--- config.mk ---
export PLATFORM = sky130hd
export DESIGN_NAME = mac_int_stream
export DESIGN_NICKNAME = d
export VERILOG_FILES = /design/src/rtl/mac_int_stream.sv
export SDC_FILE = /design/constraint.sdc
export NUM_CORES = 1
export LEC_CHECK = 0
export BUFFER_PORTS_ARGS = -buffer_cell sky130_fd_sc_hd__buf_2
export CORE_MARGIN = 3
export CORE_UTILIZATION = 50
export CTS_BUF_LIST = sky130_fd_sc_hd__clkbuf_2 sky130_fd_sc_hd__clkbuf_4 sky130_fd_sc_hd__clkbuf_8
export CTS_CLUSTER_DIAMETER = 50
export DETAILED_ROUTE_END_ITERATION = 7
export GPL_TIMING_DRIVEN = 0
export PLACE_DENSITY = 0.78
export RECOVER_POWER = 50
export SLEW_MARGIN = 0
export SYNTH_ARGS = -nofsm -noshare
export SYNTH_HDL_FRONTEND = slang
export SYNTH_SLANG_ARGS = --single-unit
--- constraint.sdc ---
create_clock -name clk -period 4.31 [get_ports clk]
set_input_delay 0.6465 -clock clk [delete_from_list [all_inputs] [get_ports clk]]
set_output_delay 0.6465 -clock clk [all_outputs]
set_load 0.01 [all_outputs]
--- src/rtl/mac_int_stream.sv ---
// Streaming signed multiply-accumulate: one dot product per in_last-delimited vector.
// Optional MAC_SATURATE_EN: clamp the accumulator on overflow instead of wrapping.
module mac_int_stream #(
  parameter int IN_W    = 8,
  parameter int ACC_W   = 20,
  parameter int MAX_LEN = 16,
  parameter int CNT_W   = $clog2(MAX_LEN + 1)
) (
  input  logic                    clk,
  input  logic                    reset,
  input  logic                    clear,
  input  logic                    in_valid,
  output logic                    in_ready,
  input  logic signed [IN_W-1:0]  a,
  input  logic signed [IN_W-1:0]  b,
  input  logic                    in_last,
  output logic                    out_valid,
  input  logic                    out_ready,
  output logic signed [ACC_W-1:0] y,
  output logic [CNT_W-1:0]        count,
  output logic                    overflow,
  output logic                    len_err
);

  typedef enum logic [1:0] {ACCUM, FLUSH, HOLD} state_e;

  state_e                   state_q, state_d;
  logic signed [ACC_W-1:0]  p_q, p_d;
  logic                     pv_q, pv_d;
  logic                     plen_q, plen_d;
  logic signed [ACC_W-1:0]  acc_q, acc_d;
  logic [CNT_W-1:0]         cnt_q, cnt_d;
  logic                     ovf_q, ovf_d;
  logic signed [ACC_W-1:0]  y_q, y_d;
  logic [CNT_W-1:0]         count_q, count_d;
  logic                     overflow_q, overflow_d;
  logic                     len_err_q, len_err_d;
`ifdef MAC_SATURATE_EN
  localparam logic signed [ACC_W-1:0] ACC_MAX = {1'b0, {(ACC_W-1){1'b1}}};
  localparam logic signed [ACC_W-1:0] ACC_MIN = {1'b1, {(ACC_W-1){1'b0}}};
  logic                     sat_q, sat_d;
  logic                     sat_neg_q, sat_neg_d;
`endif

  logic                     accept;
  logic signed [2*IN_W-1:0] prod;
  logic [CNT_W-1:0]         beats_seen;
  logic                     len_hit;
  logic                     last_eff;
  logic signed [ACC_W-1:0]  acc_base;
  logic signed [ACC_W-1:0]  sum;
  logic signed [ACC_W-1:0]  sum_fin;
  logic                     add_ovf;
  logic                     ovf_next;

  always_comb begin
    state_d    = state_q;
    p_d        = p_q;
    pv_d       = 1'b0;
    plen_d     = plen_q;
    acc_d      = acc_q;
    cnt_d      = cnt_q;
    ovf_d      = ovf_q;
    y_d        = y_q;
    count_d    = count_q;
    overflow_d = overflow_q;
    len_err_d  = len_err_q;
`ifdef MAC_SATURATE_EN
    sat_d      = sat_q;
    sat_neg_d  = sat_neg_q;
`endif

    accept     = in_valid && (state_q == ACCUM);
    prod       = (2*IN_W)'(a) * (2*IN_W)'(b);
    // Beats accepted so far include the one still waiting in stage 1.
    beats_seen = cnt_q + CNT_W'(pv_q);
    len_hit    = (beats_seen == CNT_W'(MAX_LEN - 1));
    last_eff   = in_last | len_hit;

    acc_base   = (cnt_q == '0) ? '0 : acc_q;
    sum        = acc_base + p_q;
    add_ovf    = (acc_base[ACC_W-1] == p_q[ACC_W-1]) && (sum[ACC_W-1] != acc_base[ACC_W-1]);
    ovf_next   = ovf_q | add_ovf;
    sum_fin    = sum;
`ifdef MAC_SATURATE_EN
    if (sat_q) begin
      sum_fin = sat_neg_q ? ACC_MIN : ACC_MAX;
    end else if (add_ovf) begin
      sum_fin = p_q[ACC_W-1] ? ACC_MIN : ACC_MAX;
    end
`endif

    if (accept) begin
      p_d    = ACC_W'(prod);
      pv_d   = 1'b1;
      plen_d = len_hit & ~in_last;
    end

    if (pv_q) begin
      acc_d = sum_fin;
      cnt_d = cnt_q + 1'b1;
      ovf_d = ovf_next;
`ifdef MAC_SATURATE_EN
      if (!sat_q && add_ovf) begin
        sat_d     = 1'b1;
        sat_neg_d = p_q[ACC_W-1];
      end
`endif
    end

    case (state_q)
      ACCUM: if (accept && last_eff) state_d = FLUSH;
      FLUSH: begin
        // Capture the final sum directly so the result lands with the state change.
        state_d    = HOLD;
        y_d        = sum_fin;
        count_d    = cnt_q + 1'b1;
        overflow_d = ovf_next;
        len_err_d  = plen_q;
        acc_d      = '0;
        cnt_d      = '0;
        ovf_d      = 1'b0;
`ifdef MAC_SATURATE_EN
        sat_d      = 1'b0;
        sat_neg_d  = 1'b0;
`endif
      end
      HOLD:    if (out_ready) state_d = ACCUM;
      default: state_d = ACCUM;
    endcase

    if (clear) begin
      state_d = ACCUM;
      pv_d    = 1'b0;
      plen_d  = 1'b0;
      acc_d   = '0;
      cnt_d   = '0;
      ovf_d   = 1'b0;
`ifdef MAC_SATURATE_EN
      sat_d     = 1'b0;
      sat_neg_d = 1'b0;
`endif
    end
  end

  always_ff @(posedge clk or negedge reset) begin
    if (!reset) begin
      state_q    <= ACCUM;
      p_q        <= '0;
      pv_q       <= 1'b0;
      plen_q     <= 1'b0;
      acc_q      <= '0;
      cnt_q      <= '0;
      ovf_q      <= 1'b0;
      y_q        <= '0;
      count_q    <= '0;
      overflow_q <= 1'b0;
      len_err_q  <= 1'b0;
`ifdef MAC_SATURATE_EN
      sat_q      <= 1'b0;
      sat_neg_q  <= 1'b0;
`endif
    end else begin
      state_q    <= state_d;
      p_q        <= p_d;
      pv_q       <= pv_d;
      plen_q     <= plen_d;
      acc_q      <= acc_d;
      cnt_q      <= cnt_d;
      ovf_q      <= ovf_d;
      y_q        <= y_d;
      count_q    <= count_d;
      overflow_q <= overflow_d;
      len_err_q  <= len_err_d;
`ifdef MAC_SATURATE_EN
      sat_q      <= sat_d;
      sat_neg_q  <= sat_neg_d;
`endif
    end
  end

  assign in_ready  = (state_q == ACCUM);
  assign out_valid = (state_q == HOLD);
  assign y         = y_q;
  assign count     = count_q;
  assign overflow  = overflow_q;
  assign len_err   = len_err_q;

endmodule
==> flow_summary.yaml <==
setup_path:
  cp-end-kind: "register"
  critPathKind: "primary input to register"
  crit_fanout: 4
  critPathRequiredTime_ps: 4590
  critPathArrivalTime_ps: 4510
  start_kind: "primary input"
placement:
  hpwlAfterDp_mm: 11.26
  post-place-cells: 970
  port-buffer-count: 50
  globalplace.congestion: 0.9067
sta:
  setup_tns_ps: 0
  worst_slew_pin_slew_ps: 1787
  period_needed_ps: 4231
  fin_crit_sh_pct: 98.16
  worst_hold_slack_ps: 478.1
  fin_worst_skew_ps: 8.588
  maxSlewViolCount: 74
  relSlewSlack_pct: -19.11
  rsz0062_at_grt: "true"
  fmax_ghz: 0.2364
  final-hold-violation-count: 0
  setup_viol: 0
die:
  floorplan.initialDensity_pct: 52.37
  die-height_um: 122.1
  die-area_um2: 14910
  ios: 51
  core_um2: 12880
  row_count: 41
  die_x_um: 122.1
layout:
  syn2layout_area_growth_pct: 13.21
  layout.nets: 944
  drive_above_1_share_pct: 13.80
  multi_input_area_um2: 4606
  n_fill_cell: 1087
  regArea_um2: 1827
  instances_no_fill: 991
  antenna_cells: 0
drt:
  postRouteWirelength_mm: 14.60
  vias: 5312
  avgViaCountPerCell: 5.360
  dr.first_iter.drc_count: 362
  drtPass1Iterations: 5
  drc: 0
  drtAntennaViolNets: 0
  wl_per_cell_um: 14.73
min_path:
  hold_path.class: "register to register"
power_and_ir_drop:
  p_per_area_nw_per_um2: 483.2
  leakagePower_nw: 3.618
  ir_drop_uv: 228.4
cts:
  cts_buffer_depth: 2
  cts_tree: "yes"
  cts_root_buf: "clkbuf_8"
  clk-insertion-delay-late_ps: 370
  htree_levels: 3
  cts-buffers-inserted: 9
  path_clk_slew_ps: 80
  cts_sinks: 73
  holdBufCountCts: 0
logic_synthesis:
  synth-compound-area-share_pct: 12.28
  ys_warn_count: 0
  synth_area_um2: 6743
  synth.distinct_cells: 64
  synth_fa_ha_area_share_pct: 26.28
  mappedNetlistNets: 878
  syn_area_per_cell_um2: 9.014
  ys.flop_type: "dfrtp_1"
  synth-simple-area-share_pct: 20.88
  async_flop_share_pct: 100.0
  ys_seq_elements: 73
  synth-edff-count: 0
  seq_area_frac_synth_pct: 27.09
  synthMuxAreaShare_pct: 2.320
  synthXorXnorAreaFrac_pct: 4.546
  synth_top_family_by_area: "adder cells"
  netlist_instances: 748
run:
  maxCapViolCount: 1
grt:
  grt_max_degree: 74
  grt_first_pass_wirelength_mm: 25.10
  antenna_found_initial: 0
  grt_pass1_vias: 5230
  track_usage_pct: 20.88
  overflow: 0
outcome:
  status: "finished, violations left"
  violations: "capacitance limit, slew limit"
-- cell families after synthesis --
logic type	after synthesis
adder cells (fa/ha/maj)	108
buffers and inverters	114
multiplexers	15
XOR/XNOR	35
flip-flops	73
AND/OR/NAND/NOR	279
AO/OA/AOI/OAI	124
-- placed cells by master (no fill, tap or decap), types with 18 or more instances in the layout --
| master | instances |
|---|---|
| nand2_1 | 90 |
| inv_1 | 83 |
| dfrtp_1 | 73 |
| fa_1 | 55 |
| ha_1 | 45 |
| nor2_1 | 39 |
| and2_1 | 38 |
| o21ai_0 | 30 |
| clkbuf_1 | 28 |
| nor2b_1 | 27 |
| buf_2 | 26 |
| a21oi_1 | 24 |
| nand3_1 | 20 |
| xor2_1 | 18 |
-- state kept, by name (all words and copies together), names as in the netlist --
| name | cells |
|---|---|
| len_err | 1 |
| acc_q | 20 |
| y | 20 |
| p_q | 16 |
| count | 5 |
| ovf_q | 1 |
| overflow | 1 |
| pv_q | 1 |
| plen_q | 1 |
| state_q | 2 |
| cnt_q | 5 |
-- critical path, stage by stage --
cell and delay (ps):
buf_12 100, and2_4 150, fa_1 540, inv_1 60, fa_1 510, inv_2 40
fa_1 480, inv_2 40, fa_1 540, inv_2 50, ha_4 220, o21a_1 180
o31a_1 130, o21ba_4 210, o21a_1 200, o21a_1 200, o31ai_2 210
-- per-layer routing --
layer / global-route usage [%] / vias up / wire (um)
met4: 6.578 / 0 / 268
met2: 34.77 / 145 / 6996
met5: 0 / - / 0
met1: 28.64 / 2525 / 6547
li1: - / 2621 / -
met3: 2.461 / 21 / 787
-- timing repair --
| item | 4_1_cts | 5_1_grt |
|---|---|---|
| hold endpoints to repair | 0 | 0 |
| gates resized for setup | 1 | 62 |
| setup buffers | 0 | 5 |
| endpoints found under the setup margin | 1 | 12 |
| pin swaps | 0 | 21 |
-- per-stage QoR --
step	cell area, um^2	power, W	setup slack [ps]	util [%]
final	7634	0.003689	79.38	59.28
after global routing	7634	0.004066	-37.78	59.28
after CTS	7458	0.003569	2.070	57.92
after detailed placement	7252	0.002993	-398.1	56.32
after global placement	7249	0.002933	-376.0	56.30
after floorplan	6784	0.002521	-5.017	-
-- power breakdown --
group          switching (W)  internal, W  leakage, nW
logic                0.00119     0.000970         2.56
registers           0.000110     0.000855        0.957
clock network       0.000290     0.000273        0.101
-- area by class of cell --
class,count,area share (%)
Inverter,89,4.376
Buffer,25,1.475
Tap cell,172,2.819
Timing Repair Buffer,55,4.426
Clock inverter,7,1.016
Clock buffer,9,1.623
Multi-Input combinational cell,561,60.33
Sequential cell,73,23.93
-- Yosys cell counts, types with 5 or more instances --
cell	number	area (um^2)
inv_1	89	334.1
ha_1	52	650.6
nor2b_1	29	181.4
nand4_1	7	43.79
nand2_1	91	341.6
nor3_1	12	60.06
dfrtp_1	73	1827
xnor2_1	17	148.9
nor2_1	39	146.4
fa_1	56	1121
o21ai_0	33	165.2
and2_1	45	281.5
a21o_1	9	67.56
a21oi_1	25	125.1
nand2b_1	6	37.54
clkbuf_1	17	63.81
and3_1	6	37.54
mux2_2	5	56.30
xor2_1	18	157.7
o21ai_1	5	25.02
mux2i_1	10	100.1
nand3_1	20	100.1
a211oi_1	10	75.07
-- path summary, 6_finish.rpt --
check / slack (ps) / startpoint / depth (start not counted) / to
max: 80 / b[2] / 17 / p_q[12]$_DFFE_PN0P_
max in group asynchronous: 2500 / reset / 1 / acc_q[17]$_DFFE_PN0P_
min: 480 / y[1]$_DFFE_PN0P_ / 2 / y[1]$_DFFE_PN0P_
max reg2reg: 370 / cnt_q[0]$_DFFE_PN0P_ / 14 / ovf_q$_DFFE_PN0P_
min reg2reg: 480 / y[1]$_DFFE_PN0P_ / 2 / y[1]$_DFFE_PN0P_
min in group asynchronous: 750 / reset / 1 / cnt_q[2]$_DFFE_PN0P_
No activity file was read; power rests on OpenSTA's default activity.
